$ cat config.mk
export PLATFORM = sky130hd
export DESIGN_NAME = shift_arbiter
export DESIGN_NICKNAME = d
export VERILOG_FILES = /design/src/rtl/shift_arbiter.sv
export SDC_FILE = /design/constraint.sdc
export NUM_CORES = 1
export LEC_CHECK = 0
export ABC_AREA = 1
export BUFFER_PORTS_ARGS = -buffer_cell sky130_fd_sc_hd__buf_2
export CORE_MARGIN = 3
export CORE_UTILIZATION = 50
export DETAILED_ROUTE_END_ITERATION = 7
export PLACE_DENSITY = 0.82
export SLEW_MARGIN = 30
export SYNTH_ARGS = -nofsm -noshare
export SYNTH_HDL_FRONTEND = slang
export SYNTH_SLANG_ARGS = --single-unit
$ cat constraint.sdc
create_clock -name clk -period 4.75 [get_ports clk]
set_input_delay 0.95 -clock clk [delete_from_list [all_inputs] [get_ports clk]]
set_output_delay 0.95 -clock clk [all_outputs]
set_load 0.01 [all_outputs]
$ cat src/rtl/shift_arbiter.sv
// shift_arbiter: round-robin arbiter feeding one shared 32-bit shifter through a
// two-stage pipeline (S1 operand register, S2 response register) with a single
// back-pressurable response port. Responses leave in acceptance order.
module shift_arbiter #(
    parameter int unsigned NUM_REQ = 4,
    parameter int unsigned ID_W    = $clog2(NUM_REQ)
) (
    input  logic                  clk,
    input  logic                  rst_n,
    input  logic [NUM_REQ-1:0]    req_valid,
    output logic [NUM_REQ-1:0]    req_ready,
    input  logic [NUM_REQ*32-1:0] req_a,
    input  logic [NUM_REQ*32-1:0] req_b,
    input  logic [NUM_REQ*2-1:0]  req_op,
    output logic                  rsp_valid,
    input  logic                  rsp_ready,
    output logic [ID_W-1:0]       rsp_id,
    output logic [31:0]           rsp_data,
    output logic                  busy
);

    localparam logic [1:0]      OpLsh   = 2'b00;
    localparam logic [1:0]      OpRsh   = 2'b01;
    localparam logic [1:0]      OpArsh  = 2'b10;
    localparam logic [ID_W:0]   NumReqW = (ID_W + 1)'(NUM_REQ);
    localparam logic [ID_W-1:0] LastId  = ID_W'(NUM_REQ - 1);

    // Stage 1 operand register
    logic            s1_valid;
    logic [31:0]     s1_a;
    logic [4:0]      s1_amt;
    logic [1:0]      s1_op;
    logic [ID_W-1:0] s1_id;

    // Round-robin pointer: requester searched first
    logic [ID_W-1:0] ptr;

    logic               s1_adv;
    logic               s2_adv;
    logic               xfer;
    logic [NUM_REQ-1:0] req_rot;
    logic               found;
    logic [ID_W-1:0]    off;
    logic [ID_W:0]      sum;
    logic [ID_W-1:0]    gnt_id;
    logic [NUM_REQ-1:0] grant;
    logic [31:0]        g_a;
    logic [31:0]        g_b;
    logic [1:0]         g_op;
    logic [31:0]        shift_res;

    // Only b[4:0] matters; upper amount bits are deliberately ignored
    logic unused_b_hi;
    assign unused_b_hi = ^g_b[31:5];

    assign s2_adv    = !rsp_valid || rsp_ready;
    assign s1_adv    = !s1_valid || s2_adv;
    assign req_ready = (rst_n && s1_adv) ? grant : '0;
    assign xfer      = rst_n && found && s1_adv;
    assign busy      = s1_valid || rsp_valid;

    // Rotate valids so index 0 is ptr, take the first set bit, rotate back
    always_comb begin
        req_rot = NUM_REQ'({req_valid, req_valid} >> ptr);
        found   = 1'b0;
        off     = '0;
        for (int k = 0; k < NUM_REQ; k++) begin
            if (!found && req_rot[k]) begin
                found = 1'b1;
                off   = ID_W'(k);
            end
        end
        sum = {1'b0, ptr} + {1'b0, off};
        if (sum >= NumReqW) begin
            sum = sum - NumReqW;
        end
        gnt_id = sum[ID_W-1:0];
        for (int i = 0; i < NUM_REQ; i++) begin
            grant[i] = found && (gnt_id == ID_W'(i));
        end
    end

    // Select the granted requester's operands
    always_comb begin
        g_a  = '0;
        g_b  = '0;
        g_op = '0;
        for (int i = 0; i < NUM_REQ; i++) begin
            if (grant[i]) begin
                g_a  = req_a[i*32 +: 32];
                g_b  = req_b[i*32 +: 32];
                g_op = req_op[i*2 +: 2];
            end
        end
    end

    // Shared shifter, fed from S1
    always_comb begin
        case (s1_op)
            OpLsh:   shift_res = s1_a << s1_amt;
            OpRsh:   shift_res = s1_a >> s1_amt;
            OpArsh:  shift_res = $signed(s1_a) >>> s1_amt;
            default: shift_res = s1_a;
        endcase
    end

    // Pipeline stages and round-robin pointer
    always_ff @(posedge clk) begin
        if (!rst_n) begin
            s1_valid  <= 1'b0;
            s1_a      <= '0;
            s1_amt    <= '0;
            s1_op     <= '0;
            s1_id     <= '0;
            ptr       <= '0;
            rsp_valid <= 1'b0;
            rsp_id    <= '0;
            rsp_data  <= '0;
        end else begin
            if (xfer) begin
                s1_valid <= 1'b1;
                s1_a     <= g_a;
                s1_amt   <= g_b[4:0];
                s1_op    <= g_op;
                s1_id    <= gnt_id;
                ptr      <= (gnt_id == LastId) ? '0 : gnt_id + ID_W'(1);
            end else if (s2_adv) begin
                s1_valid <= 1'b0;
            end
            if (s2_adv) begin
                rsp_valid <= s1_valid;
                rsp_id    <= s1_id;
                rsp_data  <= shift_res;
            end
        end
    end

endmodule

; After elaboration in Yosys (flattened, before gate mapping)
; Cells that the tools add are included.
[op_classes]
shift = 4
reduce_logical = 21
order_cmp = 1
mux = 25
add_sub_neg = 3
n_eq_ne = 5
[ops]
columns = op, n
row1 = $mux 32, 4
row2 = $pmux 32 s3, 1
row3 = $shl 32x5->32, 1
row4 = $shr 32x5->32, 1
row5 = $sshr 32x5->32, 1
row6 = $mux 5, 4
row7 = $mux 2, 8
row8 = $logic_and 1x1->1, 10
row9 = $shr 8x2->4, 1
row10 = $mux 1, 7
row11 = $eq 2x2->1 const B, 3
row12 = $logic_not 1->1, 5
row13 = $eq 2x1->1 const B, 2
row14 = $logic_not 2->1, 2
row15 = $mux 4, 1
row16 = $add 2x2->3, 1
row17 = $ge 3x3->1 const B, 1
row18 = $logic_or 1x1->1, 3
row19 = $add 2x1->2 const B, 1
row20 = $reduce_bool 2->1, 1
row21 = $sub 2x1->2 const B, 1
[word_totals]
output_inout_bits = 40
in_bits = 271
ff_bits = 79

; Longest topological paths before layout
[logic_depth]
ltp_word = 20
mapped_depth = 23
depth_no_buf = 21

; Worst setup path before layout
; Ideal clock, no wire load.
[synth_path]
path_type = input port to output port
start = input req_valid[1]
end = output req_ready[1]
required_time_ns = 3.800
stages = 18
path_slack_ns = 0.483
path_buffers = 3
arrival_ns = 3.317
path_cell_list = nand2_1 nand2_1 inv_2 o21a_1 nand2_2 inv_1 nand2_1 o22ai_1 ha_1 xnor2_1 xor2_1 inv_1 ha_1 clkbuf_1 clkbuf_1 clkbuf_1 nand2_1 nor2_1
[synth_between]
elab_chain_cells = 17
word_cells_on_any_way = 21
cone_classes = add/sub: 2 / order compare: 1 / eq/ne: 1 / shift: 1 / mux: 9 / reduce/logical: 7
[synth_rtl]
columns = element, line
row1 = from (decl), 10  ; input logic [NUM_REQ-1:0] req_valid,
row2 = $shr 8x2->4 (*), 64  ; req_rot = NUM_REQ'({req_valid, req_valid} >> ptr);
row3 = $mux 1, 68  ; if (!found && req_rot[k]) begin
row4 = $logic_not 1->1, 68
row5 = $logic_and 1x1->1, 68
row6 = $mux 1, 68
row7 = $logic_not 1->1, 68
row8 = $logic_and 1x1->1, 68
row9 = $mux 1, 68
row10 = [2 not listed], -
row11 = $mux 2 (*), 68
row12 = $add 2x2->3 (*), 73  ; sum = {1'b0, ptr} + {1'b0, off};
row13 = $ge 3x3->1 / $sub 2x1->2 (equally long branches), "74, 75"
row14 = $mux 2 (*), 74  ; if (sum >= NumReqW) begin
row15 = named net sum[1], 44  ; logic [ID_W:0] sum;
row16 = $eq 2x1->1 (*), 79  ; grant[i] = found && (gnt_id == ID_W'(i));
row17 = $logic_and 1x1->1 (*), 79
row18 = $mux 4 (*), 58  ; assign req_ready = (rst_n && s1_adv) ? grant : '0;
row19 = to (decl), 11  ; output logic [NUM_REQ-1:0] req_ready,
; Mark *: on every way through the listed nets, which the timed path passes. The rest lies on a longest branch.

; Worst setup path in the final report
[layout_path]
start = input req_valid[3]
end = output req_ready[0]
[layout_between]
elab_chain_cells = 17
word_cells_on_any_way = 21
cone_classes = add/sub: 2 / order compare: 1 / shift: 1 / mux: 9 / reduce/logical: 8
[layout_rtl]
columns = element, line
row1 = $shr 8x2->4 (*), 64
row2 = $mux 1, 68
row3 = $logic_not 1->1, 68
row4 = $logic_and 1x1->1, 68
row5 = $mux 1, 68
row6 = $logic_not 1->1, 68
row7 = $logic_and 1x1->1, 68
row8 = $mux 1, 68
row9 = [2 not listed], -
row10 = $mux 2 (*), 68
row11 = $add 2x2->3 (*), 73
row12 = $ge 3x3->1 / $sub 2x1->2 (equally long branches), "74, 75"
row13 = $mux 2 (*), 74
row14 = named net sum[1], 44
row15 = $logic_not 2->1 (*), 79
row16 = $logic_and 1x1->1 (*), 79
row17 = $mux 4 (*), 58
; Marked as above.

==> results_dict.tcl <==
set metrics [dict create \
    status "completed" \
    async_flop_share 0 \
    synth-seq-cells 79 \
    pre_cts_slack_ns 0.706 \
    die_h_um 138 \
    syn2layout_area_growth_pct 13.6 \
    path_buf_inv 5 \
    core_area_um2 16800 \
    grt_antenna_before_repair 0 \
    critPathArrivalTime_ns 3.14 \
    crit_type "input port to output pin" \
    post_cts_buffers 0 \
    die_area_um2 19000 \
    finalSetupViolCount 0 \
    grt_usage 0.335 \
    grt_setup_unrepaired "no" \
    wl_met3_mm 3.90 \
    hold_depth 2 \
    start_kind "input port" \
    place_area_um2 9570 \
    route.met2.wl_mm 14.5 \
    ctsResizeCount 0 \
    first_iter_violations 1519 \
    syn-num-nets 1879 \
    ioPinCount 311 \
    holdPathEnd "rsp_data[13]" \
    min_period_ns 4.09 \
    end_kind "output pin" \
    hold_path_class "flop to flop" \
    hpwl_mm 23.9 \
    ys_warn_count 0 \
    ys_seq_area_frac 0.182 \
    finalWirelength_mm 32.2 \
    avgSynthCellArea_um2 5.41 \
    root_buffer "clkbuf_16" \
    diodes 0 \
    drive_gt1_frac 0.169 \
    cp_top_family "buffers and inverters" \
    grt_pass1_vias 10100 \
    leakagePower_nw 5.16 \
    portBuffers 202 \
    cap_violations 0 \
    power_density_nw_per_um2 917 \
    worstMarginPinSlew_ns 0.978 \
    h-tree-depth 3 \
    clock_sinks 79 \
    dominantRegCellSynth "dfxtp_1" \
    cp_max_fo 3 \
    r2r_end "s1_a[19]" \
    start_util 0.517 \
    r2r-start "ptr[0]" \
    gp_congestion 1.05 \
    final_antenna_net_count 0 \
    critPathMaxStageDelay_ns 0.30 \
    slowest_stage "xor2_1" \
    nFillCells 1721 \
    grt_overflow 0 \
    insertion_delay_ns 0.34 \
    slew_headroom 0.344 \
    drc 0 \
    firstDrtPassIters 8 \
    min_period_over_period 0.861 \
    synthTopCellsByArea "nand3_1 26%, nand2_1 18%, dfxtp_1 18%, a21oi_1 7.2%, inv_1 4.8%" \
    cpMostUsedCell "nand2_1" \
    setup_ws_ns 0.661 \
    hold_viol 0 \
    slew_viol_final 0 \
    synth_cell_types 41 \
    fmax_mhz 245 \
    netlist_area_um2 8670 \
    final_cell_area_um2 9840 \
    synth_top_cell_by_area "nand3_1" \
    clk_pin_slew_ns 0.06 \
    skew_ns 0.00717 \
    hp-start "rsp_data[13]" \
    hold_buffers 0 \
    highest_layer "met4" \
    cts_max_path_buffers 2 \
    netlist_instances 1603 \
    vias_per_cell 5.91 \
    cts_inserted_buffers 9 \
    yosysTopAreaCellShare 0.260 \
    rrSetupSlack_ns 1.27 \
    avgRoutedWirePerCell_um 16.6 \
    num_rows 47 \
    wl_met1_mm 12.2 \
    cp.required_ns 3.80 \
    grt_max_degree 80 \
    ff2ff_path_depth 20 \
    final.setup.tns_ns 0 \
    fp.dieW_um 138 \
    crit_chain "buf_2 -> nand2_1 -> nand2_1 -> nand2_1 -> o21a_1 -> nand2_2 -> inv_1 -> nand2_1 -> o22ai_1 -> ha_1 -> xnor2_1 -> xor2_1 -> inv_1 -> ha_1 -> inv_1 -> nor2_1 -> buf_2" \
    cts_tree "built" \
    grt_pass1_wl_mm 50.5 \
    peakVddDrop_mv 0.606 \
    fin_nets 1988 \
    vias 11400 \
    synth_edf_count 0 \
]
## cells in the mapped netlist (5+ instances only)
master / instances
nor2_4: 5
or2_1: 29
or2_2: 16
inv_1: 110
o21ai_1: 5
clkbuf_1: 62
nand3_2: 9
o21ai_0: 58
buf_1: 15
a21oi_1: 124
o211ai_1: 20
clkinv_1: 9
inv_2: 6
nand4_1: 9
ha_1: 5
nand2_1: 422
nand3_1: 451
buf_2: 43
nor2_1: 87
and2_1: 5
dfxtp_1: 79
## worst register-to-register path, delay by kind of cell, from the launching register on
kind	cells	cell delay [ns]
AND/OR/NAND/NOR	9	1.42
adder cells (fa/ha/maj)	2	0.34
AO/OA/AOI/OAI	3	0.46
buffers and inverters	4	0.40
XOR/XNOR	2	0.30
flip-flops	1	0.48
## how the worst max path moves through the flow
stage | depth (start not counted) | start | slack (ns) | end
3_3_place_gp | 17 | req_valid[3] | 0.78 | req_ready[0]
2_1_floorplan | 18 | req_valid[1] | 0.48 | req_ready[1]
3_5_place_dp | 17 | req_valid[3] | 0.71 | req_ready[0]
6_report | 17 | req_valid[3] | 0.66 | req_ready[0]
4_1_cts | 17 | req_valid[3] | 0.69 | req_ready[0]
5_1_grt | 17 | req_valid[3] | 0.49 | req_ready[0]
## report_power, final
group / internal (mW) / switching [mW]
sequential: 0.963 / 0.394
combinational: 2.24 / 4.79
clock: 0.355 / 0.281
## layout make-up
| type | instances | area (um2) | area share |
|---|---|---|---|
| clock buffer | 9 | 225 | 0.0229 |
| clock inverter | 6 | 47.5 | 0.00483 |
| sequential | 79 | 1580 | 0.161 |
| timing repair buffer | 223 | 1170 | 0.119 |
| tap | 220 | 275 | 0.0280 |
| inverter | 125 | 469 | 0.0477 |
| multi-input combinational | 1274 | 6070 | 0.617 |
## layer usage
layer / vias to the layer above / global-route usage
li1: 5551 / -
met1: 5029 / 0.440
met2: 724 / 0.523
met3: 142 / 0.0712
met4: 0 / 0.155
met5: - / 0
## sequential cells by signal, indices dropped and copies added, names as in the netlist
| register | cells |
|---|---|
| rsp_id | 2 |
| s1_id | 2 |
| s1_valid | 1 |
| rsp_data | 32 |
| s1_amt | 5 |
| s1_op | 2 |
| ptr | 2 |
| s1_a | 32 |
| rsp_valid | 1 |
## cells by family (layout without fill, tap and decap cells)
kind of cell    Yosys count  count (layout)  synth area share
compound gates          223             223             0.141
xor+xnor                  2               2           0.00202
fa+ha+maj                 5               5           0.00722
buf+inv                 250             363             0.117
flops                    79              79             0.182
simple gates           1044            1044             0.550
## cells in the final DEF, fill, tap and decap left out, types with 5 or more instances in the layout
cell type,instances
or2_2,16
o211ai_1,20
inv_2,7
nand4_1,9
buf_4,21
nand2_1,422
a21oi_1,124
clkinv_1,11
or2_1,29
nor2_1,86
dfxtp_1,77
o21ai_1,5
clkbuf_16,9
inv_1,107
and2_1,5
nand3_2,9
nor2_4,5
nand3_1,451
buf_2,202
o21ai_0,58
## per-stage QoR
stage	hold WS [ns]	total power [mW]	instances	utilization
5_1_grt	0.480	9.91	1936	0.587
2_1_floorplan	0.448	6.49	1603	-
3_5_place_dp	0.455	8.16	1921	0.571
3_3_place_gp	0.450	8.05	1921	0.571
6_report	0.462	9.03	1936	0.587
4_1_cts	0.465	8.82	1936	0.587
No activity file was read; power rests on OpenSTA's default activity.
